File: src/rtl/sm_split32.sv
// Two-stage streaming converter from signed two's-complement to sign + magnitude.
// S1 registers the sign, the conditionally inverted word and the most-negative flag. S2 adds the +1.
module sm_split32 #(
    parameter int WIDTH = 32
) (
    input  logic             clk,
    input  logic             rst,
    input  logic             in_valid,
    output logic             in_ready,
    input  logic [WIDTH-1:0] in_data,
    output logic             out_valid,
    input  logic             out_ready,
    output logic             out_sign,
    output logic [WIDTH-1:0] out_mag,
    output logic             out_min
);
    localparam logic [WIDTH-1:0] MIN_VAL = {1'b1, {(WIDTH-1){1'b0}}};

    logic             s1_valid_q, s1_valid_d;
    logic             s1_sign_q,  s1_sign_d;
    logic [WIDTH-1:0] s1_inv_q,   s1_inv_d;
    logic             s1_min_q,   s1_min_d;
    logic             out_valid_q, out_valid_d;
    logic             out_sign_q,  out_sign_d;
    logic [WIDTH-1:0] out_mag_q,   out_mag_d;
    logic             out_min_q,   out_min_d;
    logic             s2_ready, s1_adv, s2_adv;

    always_comb begin
        s2_ready = !out_valid_q || out_ready;
        in_ready = !s1_valid_q || s2_ready;
        s1_adv   = in_valid && in_ready;
        s2_adv   = s1_valid_q && s2_ready;

        s1_valid_d  = s1_adv || (s1_valid_q && !s2_ready);
        out_valid_d = s2_adv || (out_valid_q && !out_ready);

        // Data registers change only when their stage advances, so held words stay stable.
        s1_sign_d  = s1_sign_q;
        s1_inv_d   = s1_inv_q;
        s1_min_d   = s1_min_q;
        if (s1_adv) begin
            s1_sign_d = in_data[WIDTH-1];
            s1_inv_d  = in_data ^ {WIDTH{in_data[WIDTH-1]}};
            s1_min_d  = (in_data == MIN_VAL);
        end

        out_sign_d = out_sign_q;
        out_mag_d  = out_mag_q;
        out_min_d  = out_min_q;
        if (s2_adv) begin
            out_sign_d = s1_sign_q;
            out_mag_d  = s1_inv_q + {{(WIDTH-1){1'b0}}, s1_sign_q};
            out_min_d  = s1_min_q;
        end
    end

    always_ff @(posedge clk) begin
        if (rst) begin
            s1_valid_q  <= 1'b0;
            s1_sign_q   <= 1'b0;
            s1_inv_q    <= '0;
            s1_min_q    <= 1'b0;
            out_valid_q <= 1'b0;
            out_sign_q  <= 1'b0;
            out_mag_q   <= '0;
            out_min_q   <= 1'b0;
        end else begin
            s1_valid_q  <= s1_valid_d;
            s1_sign_q   <= s1_sign_d;
            s1_inv_q    <= s1_inv_d;
            s1_min_q    <= s1_min_d;
            out_valid_q <= out_valid_d;
            out_sign_q  <= out_sign_d;
            out_mag_q   <= out_mag_d;
            out_min_q   <= out_min_d;
        end
    end

    assign out_valid = out_valid_q;
    assign out_sign  = out_sign_q;
    assign out_mag   = out_mag_q;
    assign out_min   = out_min_q;
endmodule

File: config.mk
export PLATFORM = sky130hd
export DESIGN_NAME = sm_split32
export DESIGN_NICKNAME = d
export VERILOG_FILES = /design/src/rtl/sm_split32.sv
export SDC_FILE = /design/constraint.sdc
export NUM_CORES = 1
export LEC_CHECK = 0
export BUFFER_PORTS_ARGS = -buffer_cell sky130_fd_sc_hd__buf_4
export CORE_MARGIN = 5
export CORE_UTILIZATION = 49
export DETAILED_ROUTE_END_ITERATION = 16
export PLACE_DENSITY = 0.85
export SLEW_MARGIN = 25
export SYNTH_ARGS = -nofsm -noshare
export SYNTH_HDL_FRONTEND = slang
export SYNTH_SLANG_ARGS = --single-unit
File: constraint.sdc
create_clock -name clk -period 1.9 [get_ports clk]
set_clock_uncertainty 0.05 [all_clocks]
set_input_delay 0 -clock clk [delete_from_list [all_inputs] [get_ports clk]]
set_output_delay 0 -clock clk [all_outputs]
set_load 0.02 [all_outputs]
==> impl_metrics.py, run 1 <==
metrics = {
    "cells_and_area": {
        "areaGrowthSynthToFinish_pct": 42.3,
        "mostFrequentLayoutCells": "buf_4, dfxtp_1, nor2_1, a211oi_1, xnor2_1",
        "final-seq-area_sq_um": 1390,
        "diodes": 0,
        "multi_input_area_sq_um": 1830,
        "fin_area_sq_um": 4680,
        "fillerInstances": 466,
        "mostFrequentLayoutCell": "buf_4",
        "layout.nets": 541,
        "drive_gt1_frac": 0.267,
    },
    "pwr": {
        "peakVddDrop_v": 0.000404,
        "leakage_nw": 1.83,
        "p_per_area_nw_per_um2": 758,
    },
    "timing": {
        "relSlewSlack": 0.518,
        "fin_crit_ns": 1.90,
        "slew_violations": 0,
        "period_share": 1.00,
        "rsz0062_at_grt": "yes",
        "hold_violations": 0,
        "worstMarginPinSlew_ns": 0.724,
        "fin_ws_ns": -0.00211,
        "fmax_ghz": 0.526,
        "setup_viol": 1,
    },
    "floorplan": {
        "die_width_um": 91.9,
        "io_pins": 72,
        "initial_core_util": 0.512,
        "die_h_um": 91.9,
        "core_sq_um": 6420,
        "die_area_sq_um": 8450,
        "core.rowCount": 29,
    },
    "synth": {
        "yosys_register_bits": 69,
        "synth_edf_count": 0,
        "synth_area_sq_um": 3290,
        "synth_nets": 424,
        "yosysUniqueCellTypes": 30,
        "yosysSeqAreaShare": 0.420,
        "syn_inst": 384,
        "synth_flop_cell": "dfxtp_1",
        "async_reset_ff_frac": 0,
        "synth.avg_cell_area_sq_um": 8.56,
        "yosys_warnings": 0,
    },
    "drt": {
        "ant_nets": 0,
        "initialDrtViolationCount": 264,
        "via_per_inst": 5.38,
        "drc": 0,
        "finalWirelength_mm": 8.71,
        "wire_per_inst_um": 14.9,
        "via_count": 3136,
        "drtPass1Iterations": 4,
    },
    "clock_tree": {
        "htreeDepth": 3,
        "cts_buffers": 9,
        "clockRootBuffer": "clkbuf_8",
        "clk_latency_ns": 0.34,
        "cts_tree": "yes",
        "clkTransAtPathRegs_ns": 0.07,
        "clockBufferDepth": 2,
        "cts.sinks": 69,
    },
    "placement": {
        "gp_congestion": 0.926,
        "place.detailed.hpwl_mm": 6.12,
        "io_buffers": 71,
        "dpl_cell_area_sq_um": 4010,
        "place_ws_ns": -0.0468,
    },
    "setup_path": {
        "required_ns": 2.11,
        "cp-end-kind": "flop",
        "cp.arrival_ns": 2.12,
        "timing.rr.start": "s1_inv_q[5]$_SDFFE_PP0P_",
        "startpoint_type": "flop",
        "worstPathMaxFanout": 4,
        "startpoint": "s1_inv_q[5]$_SDFFE_PP0P_",
        "worstSetupPathType": "reg2reg",
    },
    "outcome": {
        "violations": "negative setup slack",
        "status": "finished with violations",
    },
    "global_routing": {
        "grt_pass1_wl_mm": 14.3,
        "grt_pass1_vias": 2999,
        "grt_max_degree": 72,
        "grt_overflow": 0,
        "grt_antenna_before_repair": 0,
        "grtUsageTotal": 0.209,
    },
    "job": {
        "max-cap-violations": 0,
    },
    "hold_path": {
        "hp-class": "in2reg",
        "hold_start": "rst",
    },
}
final timing paths:
kind                              endpoint  slack [ns]  depth (start not counted)
setup / recovery  out_mag[21]$_SDFFE_PP0P_      -0.002                          5
hold / removal       s1_min_q$_SDFFE_PP0P_        0.16                          2
setup reg to reg  out_mag[21]$_SDFFE_PP0P_      -0.002                          5
hold reg to reg   out_mag[31]$_SDFFE_PP0P_        0.41                          2
flip-flops by register name, indices dropped and copies added, names as in the netlist:
signal,count
out_mag,32
s1_valid_q,1
out_min,1
s1_inv_q,31
s1_min_q,1
out_valid,1
s1_sign_q,1
out_sign,1
metal layers:
layer	global-route usage	part of all wire
met1	0.273	0.45
met5	0	0
met3	0.0426	0.056
met2	0.332	0.48
met4	0.100	0.018
worst max-delay path, cell delays in order, from the launching register on:
cell	delay, ns
dfxtp_1	0.35
nand4_2	0.14
or4_4	0.57
or3_4	0.37
xor2_2	0.16
a211oi_2	0.20
cell usage after synthesis, types with 4 or more instances:
library cell / instances / area [sq um]
dfxtp_1: 69 / 1380
nor2_1: 63 / 236
a211oi_1: 58 / 435
xnor2_1: 36 / 315
clkbuf_1: 25 / 93.8
nand2_1: 24 / 90.1
xor2_1: 22 / 193
nand3_1: 15 / 75.1
a21oi_1: 10 / 50.1
nand4_1: 10 / 62.6
inv_1: 9 / 33.8
nor3_1: 9 / 45.0
nor4_1: 7 / 43.8
and3_1: 4 / 25.0
ha_1: 4 / 50.1
repair_timing:
item / 4_1_cts / 5_1_grt
endpoints found under the setup margin: 3 / 14
buffers inserted: 0 / 3
endpoints found under the hold margin: 33 / 0
gates cloned: 0 / 1
hold buffers: 35 / 0
gates resized for setup: 3 / 18
pin swaps: 0 / 4
layout make-up:
class / count / share of cell area
repair buffers: 133 / 0.238
well taps: 77 / 0.0206
clock inverters: 4 / 0.00963
flip-flops and latches: 69 / 0.297
clock buffers: 12 / 0.0353
inverters: 9 / 0.00723
multi-input cells: 279 / 0.391
kinds of logic after synthesis:
kind of cell | count (synthesis) | share of synthesized area
and+or+nand+nor | 147 | 0.215
AOI/OAI and AO/OA | 70 | 0.154
adders and majority gates | 4 | 0.0152
xor gates and xnor gates | 58 | 0.155
buffers and inverters | 36 | 0.0411
DFF | 69 | 0.420
power by group:
part           total (mW)  internal (mW)  switching (mW)
combinational       0.679          0.335           0.344
sequential           1.64           1.55          0.0838
clock                1.23          0.707           0.523
per-stage QoR:
stage                     instances   util  hold slack, ns  power, mW  setup TNS, ns
after floorplan                 384      -          0.0795       2.00        -0.0149
after global placement          528  0.625           0.206       2.25              0
after detailed placement        528  0.625           0.217       2.27        -0.0531
after CTS                       579  0.713           0.124       3.55        -0.0162
after global routing            583  0.728           0.178       3.71         -0.371
final                           583  0.728           0.162       3.54       -0.00211
Note: power is estimated with default switching activity, not from simulation.
==> run 2: changes to the inputs <==
--- a/config.mk
+++ b/config.mk
@@ -5,9 +5,10 @@
 export SDC_FILE = /design/constraint.sdc
 export NUM_CORES = 1
 export LEC_CHECK = 0
+export ABC_AREA = 1
 export BUFFER_PORTS_ARGS = -buffer_cell sky130_fd_sc_hd__buf_4
 export CORE_MARGIN = 5
-export CORE_UTILIZATION = 49
+export CORE_UTILIZATION = 50
 export DETAILED_ROUTE_END_ITERATION = 16
 export PLACE_DENSITY = 0.85
 export SLEW_MARGIN = 25
==> run 2 against run 1 <==
  * The flow now finishes without violations
  * Worst setup slack improved by 0.079 ns
  * Clock power decreased by 4%
  * Hold slack worse by 0.11 ns
  * Die area rose by 12%
  * First-iteration DRC count is 11% lower
  * Global-route usage up 2.3 points
  * Maximum frequency up 4.3%
  * Routed wire length rose by 26%
  * Final area is 7.1% higher
  * Critical endpoint is now s1_inv_q[2]$_SDFFE_PP0P_
==> impl_metrics.py, run 2 <==
metrics = {
    "synth": {
        "yosys.area.top_type": "dfxtp_1",
        "synth-compound-area-share": 0.132,
        "synth_area_leaders": "dfxtp_1, nor2_1, nand2_1, o21ai_0, xor2_1",
        "synth_area_sq_um": 3800,
        "synthXorXnorAreaFrac": 0.0876,
        "synth.avg_cell_area_sq_um": 6.78,
        "synth_flop_cell": "dfxtp_1",
        "synth-simple-area-share": 0.310,
        "synth_top_area_frac": 0.364,
        "yosys-top-cells-count": "nor2_1, nand2_1, dfxtp_1",
        "synthMuxAreaShare": 0,
        "synth_nets": 600,
        "yosysUniqueCellTypes": 28,
        "yosys_warnings": 0,
        "syn_inst": 560,
        "synth_edf_count": 0,
        "async_reset_ff_frac": 0,
        "synth_most_common_cell": "nor2_1",
        "synthAdderAreaFrac": 0.0132,
        "yosys_register_bits": 69,
        "yosysSeqAreaShare": 0.364,
        "synth_top_family_by_area": "simple AND/OR/NAND/NOR gates",
    },
    "setup_path": {
        "cp.arrival_ns": 2.07,
        "cp-end-kind": "flop",
        "worstSetupPathType": "in2reg",
        "startpoint_type": "input port",
        "required_ns": 2.14,
        "worstPathMaxFanout": 17,
    },
    "clock_tree": {
        "htreeDepth": 3,
        "cts_tree": "yes",
        "clkTransAtPathRegs_ns": 0.08,
        "cts.sinks": 69,
        "clockRootBuffer": "clkbuf_8",
        "clockBufferDepth": 2,
        "cts_buffers": 9,
        "clk_latency_ns": 0.35,
    },
    "global_routing": {
        "grtUsageTotal": 0.232,
        "grt_max_degree": 42,
        "grt_antenna_before_repair": 0,
        "grt_pass1_wl_mm": 17.9,
        "grt_overflow": 0,
        "grt_pass1_vias": 3708,
    },
    "pwr": {
        "leakage_nw": 2.24,
        "peakVddDrop_v": 0.000411,
        "p_per_area_nw_per_um2": 705,
    },
    "drt": {
        "wire_per_inst_um": 14.2,
        "via_count": 3816,
        "ant_nets": 0,
        "drc": 0,
        "via_per_inst": 4.96,
        "finalWirelength_mm": 11.0,
        "initialDrtViolationCount": 235,
        "drtPass1Iterations": 5,
    },
    "cells_and_area": {
        "final-seq-area_sq_um": 1380,
        "drive_gt1_frac": 0.177,
        "fillerInstances": 613,
        "layout.nets": 706,
        "largest_register_ffs": 32,
        "mostFrequentLayoutCell": "nor2_1",
        "mostFrequentLayoutCells": "nor2_1, nand2_1, buf_4, dfxtp_1, inv_1",
        "diodes": 0,
        "fin_util": 0.683,
        "multi_input_area_sq_um": 2070,
        "fin_cells": 770,
        "areaGrowthSynthToFinish_pct": 31.9,
    },
    "floorplan": {
        "io_pins": 72,
        "core.rowCount": 31,
        "die_width_um": 97.2,
        "initial_core_util": 0.518,
        "die_area_sq_um": 9440,
        "die_h_um": 97.2,
        "core_sq_um": 7330,
    },
    "timing": {
        "fin_crit_ns": 1.82,
        "hold_violations": 0,
        "setup_viol": 0,
        "setup_tns_ns": 0,
        "fmax_ghz": 0.548,
        "worstMarginPinSlew_ns": 0.399,
        "slew_violations": 0,
        "relSlewSlack": 0.734,
        "period_share": 0.960,
        "rsz0062_at_grt": "no",
    },
    "placement": {
        "gp_congestion": 0.932,
        "io_buffers": 71,
        "place.detailed.hpwl_mm": 7.56,
        "dpl.cell_count": 713,
    },
    "job": {
        "max-cap-violations": 0,
    },
    "outcome": {
        "status": "complete, no violations",
    },
    "hold_path": {
        "hp-class": "in2reg",
    },
}
-- run 2: cell types whose count changed after synthesis, sizes merged, moves of 14 or more --
cell / before / now
a21oi: 10 / 39
a211oi: 59 / 6
o21ai: 0 / 52
xnor2: 36 / 10
nor2: 63 / 126
clkbuf: 25 / 7
nand2: 24 / 105
inv: 9 / 61
nand3: 15 / 29
-- run 2: area by class of cell --
class	count	share of cell area
multi-input combinational	407	0.413
timing repair buffer	118	0.202
inverter	61	0.0462
tap	99	0.0247
clock buffer	10	0.0255
clock inverter	6	0.0127
sequential	69	0.276
-- run 2: worst paths after layout --
kind,startpoint,to,slack [ns],depth (start not counted)
worst min-delay path,in_data[22],s1_min_q$_SDFFE_PP0P_,0.06,6
worst min register to register,out_mag[31]$_SDFFE_PP0P_,out_mag[31]$_SDFFE_PP0P_,0.44,2
worst max register to register,s1_valid_q$_SDFF_PP0_,s1_inv_q[2]$_SDFFE_PP0P_,0.08,5
worst max-delay path,out_ready,s1_inv_q[2]$_SDFFE_PP0P_,0.08,8
-- run 2: kinds of logic (layout without fill, tap and decap cells) --
group,after synthesis,in the layout
buf+inv,84,195
simple gates,268,268
fa+ha+maj,4,4
xor+xnor,38,38
compound gates,97,97
flops,69,69
-- run 2: what timing repair did --
action                     4_1_cts  5_1_grt
hold endpoints to repair        33        0
setup buffers                    0        2
hold buffers                    39        0
gates resized for setup          0        6
setup endpoints to repair        0        4
-- run 2: power breakdown --
part,leakage (nW),switching (mW),internal [mW]
logic,1.57,0.391,0.317
clock network,0.0923,0.572,0.604
registers,0.571,0.0886,1.56
total,2.24,1.05,2.48
-- run 2: stage by stage --
stage	cell area (sq um)	worst slack (ns)	hold WS [ns]	total power, mW
after floorplan	3800	0.335	0.0840	2.05
after global placement	4400	0.255	0.212	2.28
after detailed placement	4400	0.203	0.217	2.30
after CTS	4980	0.119	0.0407	3.53
after global routing	5010	0.0145	0.0992	3.71
final	5010	0.0765	0.0568	3.53
-- run 2: critical path, stage by stage --
cell and delay [ns]:
dlygate4sd3_1 0.55, buf_4 0.14, inv_1 0.07, nand3_1 0.16, nand2_4 0.19, inv_4 0.11, a211oi_1 0.25, dlygate4sd3_1 0.60
-- run 2: metal layers --
metal / up-vias / wire, um / part of all wire / global-route usage
met5: - / 0 / 0 / 0
met4: 0 / 379 / 0.035 / 0.109
met3: 32 / 620 / 0.057 / 0.0395
met2: 135 / 5100 / 0.47 / 0.381
met1: 1681 / 4850 / 0.44 / 0.297
li1: 1968 / - / - / -
